**src/rtl/carry_lookahead_subtractor_pipe.sv**
```systemverilog
// Two-stage pipelined subtractor (diff = a + ~b + ~bin) built from GROUP-bit lookahead groups.
// Optional unsigned floor clamp of diff on borrow when SUB_SATURATE_EN is defined.
module carry_lookahead_subtractor_pipe #(
    parameter int WIDTH = 16,
    parameter int GROUP = 4
) (
    input  logic             clk,
    input  logic             rst,
    input  logic             in_valid,
    output logic             in_ready,
    input  logic [WIDTH-1:0] a,
    input  logic [WIDTH-1:0] b,
    input  logic             bin,
    output logic             out_valid,
    input  logic             out_ready,
    output logic [WIDTH-1:0] diff,
    output logic             bout,
    output logic             ovf
);

    localparam int HALF = WIDTH / 2;
    localparam int NGRP = HALF / GROUP;

    // Adds one half: every carry inside a group is a flat sum of products of the
    // group's g/p terms and the group carry-in; only group carries ripple.
    function automatic logic [HALF:0] cla_half(
        input logic [HALF-1:0] x,
        input logic [HALF-1:0] y,
        input logic            cin
    );
        logic [HALF-1:0] g;
        logic [HALF-1:0] p;
        logic [HALF-1:0] s;
        logic [GROUP:0]  c;
        logic            c_grp;
        logic            term;
        // NOTE: blocking assignments are right here; this is pure combinational
        // evaluation, whereas clocked state below uses non-blocking assignments.
        g     = x & y;
        p     = x ^ y;
        s     = '0;
        c     = '0;
        term  = 1'b0;
        c_grp = cin;
        for (int k = 0; k < NGRP; k++) begin
            for (int j = 0; j <= GROUP; j++) begin
                c[j] = c_grp;
                for (int m = 0; m < j; m++) begin
                    c[j] = c[j] & p[k*GROUP+m];
                end
                for (int m = 0; m < j; m++) begin
                    term = g[k*GROUP+m];
                    for (int n = m + 1; n < j; n++) begin
                        term = term & p[k*GROUP+n];
                    end
                    c[j] = c[j] | term;
                end
            end
            for (int j = 0; j < GROUP; j++) begin
                s[k*GROUP+j] = p[k*GROUP+j] ^ c[j];
            end
            c_grp = c[GROUP];
        end
        return {c_grp, s};
    endfunction

    logic adv1;
    logic adv2;

    logic            s1_valid;
    logic [HALF-1:0] s1_lo;
    logic            s1_c;
    logic [HALF-1:0] s1_a_hi;
    logic [HALF-1:0] s1_nb_hi;
    logic            s1_a_msb;
    logic            s1_b_msb;

    logic             s2_valid;
    logic [WIDTH-1:0] diff_q;
    logic             bout_q;
    logic             ovf_q;

    logic [HALF:0]    lo_sum;
    logic [HALF:0]    hi_sum;
    logic [WIDTH-1:0] diff_full;
    logic [WIDTH-1:0] diff_s2;
    logic             borrow_s2;
    logic             ovf_s2;

    assign adv2     = !s2_valid || out_ready;
    assign adv1     = !s1_valid || adv2;
    assign in_ready = adv1 && !rst;

    // NOTE: every always_comb output gets a value on every path so no latch is inferred.
    always_comb begin
        lo_sum    = cla_half(a[HALF-1:0], ~b[HALF-1:0], ~bin);
        hi_sum    = cla_half(s1_a_hi, s1_nb_hi, s1_c);
        diff_full = {hi_sum[HALF-1:0], s1_lo};
        borrow_s2 = ~hi_sum[HALF];
        ovf_s2    = (s1_a_msb != s1_b_msb) && (diff_full[WIDTH-1] != s1_a_msb);
`ifdef SUB_SATURATE_EN
        diff_s2   = borrow_s2 ? '0 : diff_full;
`else
        diff_s2   = diff_full;
`endif
    end

    // NOTE: S1 payload needs no reset; s1_valid alone decides whether it is used.
    always_ff @(posedge clk) begin
        if (adv1) begin
            s1_lo    <= lo_sum[HALF-1:0];
            s1_c     <= lo_sum[HALF];
            s1_a_hi  <= a[WIDTH-1:HALF];
            s1_nb_hi <= ~b[WIDTH-1:HALF];
            s1_a_msb <= a[WIDTH-1];
            s1_b_msb <= b[WIDTH-1];
        end
    end

    always_ff @(posedge clk) begin
        if (rst) begin
            s1_valid <= 1'b0;
            s2_valid <= 1'b0;
            diff_q   <= '0;
            bout_q   <= 1'b0;
            ovf_q    <= 1'b0;
        end else begin
            if (adv1) begin
                s1_valid <= in_valid && in_ready;
            end
            if (adv2) begin
                s2_valid <= s1_valid;
                diff_q   <= diff_s2;
                bout_q   <= borrow_s2;
                ovf_q    <= ovf_s2;
            end
        end
    end

    // Outputs read as idle during the reset cycle itself, not just after the edge.
    assign out_valid = s2_valid && !rst;
    assign diff      = rst ? '0 : diff_q;
    assign bout      = bout_q && !rst;
    assign ovf       = ovf_q && !rst;

endmodule
```
**config.mk**
```make
export PLATFORM = sky130hd
export DESIGN_NAME = carry_lookahead_subtractor_pipe
export DESIGN_NICKNAME = d
export VERILOG_FILES = /design/src/rtl/carry_lookahead_subtractor_pipe.sv
export SDC_FILE = /design/constraint.sdc
export NUM_CORES = 1
export LEC_CHECK = 0
export BUFFER_PORTS_ARGS = -buffer_cell sky130_fd_sc_hd__buf_2
export CAP_MARGIN = 40
export CORE_MARGIN = 1.5
export CORE_UTILIZATION = 48
export DETAILED_ROUTE_END_ITERATION = 12
export PLACE_DENSITY = 0.83
export SLEW_MARGIN = 25
export SYNTH_ARGS = -nofsm -noshare
export SYNTH_HDL_FRONTEND = slang
export SYNTH_SLANG_ARGS = --single-unit
```
**constraint.sdc**
```tcl
create_clock -name clk -period 2.7 [get_ports clk]
set_input_delay 0.405 -clock clk [delete_from_list [all_inputs] [get_ports clk]]
set_output_delay 0.405 -clock clk [all_outputs]
set_load 0.005 [all_outputs]
```
==> flow_summary.toml <==
[worst_setup_path]
arrival_ns = 3.05
crit_path_start_kind = "flop"
critical_path_class = "flop to flop"
required_ns = 2.91
path_max_fanout = 2
worstSetupEndpointType = "flop"

[detailed_routing]
drtAntennaViolNets = 0
drtIter0Drc = 96
drc = 0
wl_per_cell_microns = 12.40
routed_wl_microns = 4291
vias_per_cell = 4.971
first_pass_iters = 4
vias = 1720

[synth]
ys_seq_area_frac = 0.5181
synth_top_area_share = 0.3425
netlist_area_sq_um = 2280
synthCells = 218
async_flop_share = 0
synthFlopType = "edfxtp_1"
post-synth-top-count-cell = "nand2_1"
synthTopCellsByArea = "edfxtp_1, dfxtp_1, ha_1, nor2b_1, nand2_1"
synth_edf_count = 26
synth_commonest_cells = "nand2_1, edfxtp_1, inv_1"
synth-seq-cells = 46
ys_types = 28
yosys_warnings = 0
synth_nets = 279
syn-mean-instance-area_sq_um = 10.46
yosysTopAreaCell = "edfxtp_1"

[place]
gp_congestion = 0.7045
hpwlAfterDp_microns = 2969
dp_cells = 325
portBuffers = 56

[die]
rows = 24
coreArea_sq_um = 4474
initial_utilization = 0.5095
die_w_microns = 71.92
fp.dieH_microns = 71.92
die-area_sq_um = 5172
num_io_pins = 57

[sta]
drv_slew = 0
setup_viol = 2
fin_ws_ns = -0.1429
period_share = 1.053
hold_viol_final = 0
relSlewSlack = 0.5501
finClkSkew_ns = 0.005056
max_freq_ghz = 0.3518
fin_crit_ns = 2.843
rsz0062_at_grt = "true"
max_slew.worst_pin.slew_ns = 0.6748

[power_and_ir_drop]
vdd.ir_drop.worst_mv = 0.3225
power_mw = 1.572
leakage_nw = 1.406
powerDensity_nw_per_um2 = 546.5

[layout]
instances_no_fill = 346
area_growth_pct = 26.18
post-route-util = 0.6429
nNetsFinal = 354
drive_gt1_frac = 0.3129
diodes = 0

[clock_network]
numCtsBuffers = 5
cts_root_buffer = "clkbuf_8"
clockBufferDepth = 2
cts_tree = "built"
clk_pin_slew_worst_paths_ns = 0.08
clk_latency_ns = 0.30
cts_sinks = 46
cts_hold_buf = 0
htreeDepth = 2

[global_route]
grt_pass1_wl_microns = 7093
grt_pass1_vias = 1703
grt_max_degree = 38
overflow = 0
grt_usage = 0.1792
antenna_found_initial = 0

[status]
violations = "setup timing"
outcome = "finished with violations"

[hold_path]
hp-class = "input pin to flop"

[run]
drv_cap = 0
==> repair_timing <==
item	CTS	global route
resized for setup	7	5
endpoints found under the setup margin	2	5
pin swaps	9	6
buffers inserted	12	3
==> worst paths after layout <==
| check | start | end | slack (ns) | depth (start not counted) |
|---|---|---|---|---|
| min reg2reg | diff_q[2] | diff_q[2] | 0.45 | 2 |
| min | a[11] | s1_a_hi[3] | 0.28 | 1 |
| max | s1_a_hi[0] | ovf_q | -0.14 | 11 |
| max reg2reg | s1_a_hi[0] | ovf_q | -0.14 | 11 |
==> cell usage in the layout, fill, tap and decap left out, drive strengths merged <==
cell type / instances
a2111o: 1
a211o: 1
a211oi: 2
a21o: 2
a21oi: 16
a311oi: 1
buf: 76
clkbuf: 6
clkinv: 2
dfxtp: 20
edfxtp: 26
fa: 4
ha: 20
inv: 26
nand2: 27
nand2b: 3
nand3: 2
nand3b: 2
nand4: 1
nor2: 10
nor2b: 21
nor3: 3
o211a: 1
o211ai: 1
o21a: 6
o21ai: 5
or3: 2
or3b: 1
xnor2: 6
==> final cells by class <==
cell class	count	area (sq um)
Clock buffer	6	72.57
Clock inverter	2	10.01
Fill cell	373	1598
Inverter	26	97.59
Multi-Input combinational cell	138	1001
Sequential cell	46	1181
Tap cell	52	65.06
Timing Repair Buffer	76	449.2
==> routing by layer <==
layer / GRT usage / wire length (microns)
met3: 0.05000 / 237
met4: 0.09015 / 137
met2: 0.3200 / 2230
met1: 0.1943 / 1685
met5: 0 / 0
==> critical path, cell delays in order, from the launching register on <==
cell and delay [ns]:
edfxtp_1 0.41, ha_1 0.31, ha_2 0.17, o21a_1 0.18
o21ai_2 0.14, nand2_1 0.08, a21o_1 0.19, ha_2 0.18
o211a_1 0.21, or3_4 0.33, a211o_1 0.29, a311oi_2 0.25
==> flip-flops by register name, indices dropped and copies added, names as in the netlist <==
name and cells:
bout_q 1, diff_q 16, ovf_q 1, s1_a_hi 8, s1_b_msb 1, s1_c 1, s1_lo 8, s1_nb_hi 8
s1_valid 1, s2_valid 1
==> logic make-up (layout without fill, tap and decap cells) <==
kind of cell / Yosys count / in the layout / synth area share
AO/OA/AOI/OAI: 36 / 36 / 0.09934
AND/OR/NAND/NOR: 72 / 72 / 0.1586
adder cells (fa/ha/maj): 24 / 24 / 0.1449
flip-flops: 46 / 46 / 0.5181
buffers and inverters: 34 / 110 / 0.05598
XOR/XNOR: 6 / 6 / 0.02305
==> power by group <==
| group | switching, mW | internal, mW |
|---|---|---|
| Clock | 0.218 | 0.179 |
| Sequential | 0.0301 | 0.823 |
| Combinational | 0.143 | 0.178 |
==> metrics by stage <==
| step | setup TNS (ns) | hold slack (ns) | area, sq um | setup WS [ns] |
|---|---|---|---|---|
| 2_1_floorplan | -0.008758 | 0.4272 | 2286 | -0.008758 |
| 5_1_grt | -0.6154 | 0.2580 | 2877 | -0.3031 |
| 4_1_cts | -0.1080 | 0.2609 | 2846 | -0.1080 |
| 6_report | -0.2261 | 0.2752 | 2877 | -0.1429 |
| 3_5_place_dp | -0.1775 | 0.4396 | 2654 | -0.1167 |
| 3_3_place_gp | -0.02415 | 0.4338 | 2654 | -0.02415 |
No activity file was read; power rests on OpenSTA's default activity.
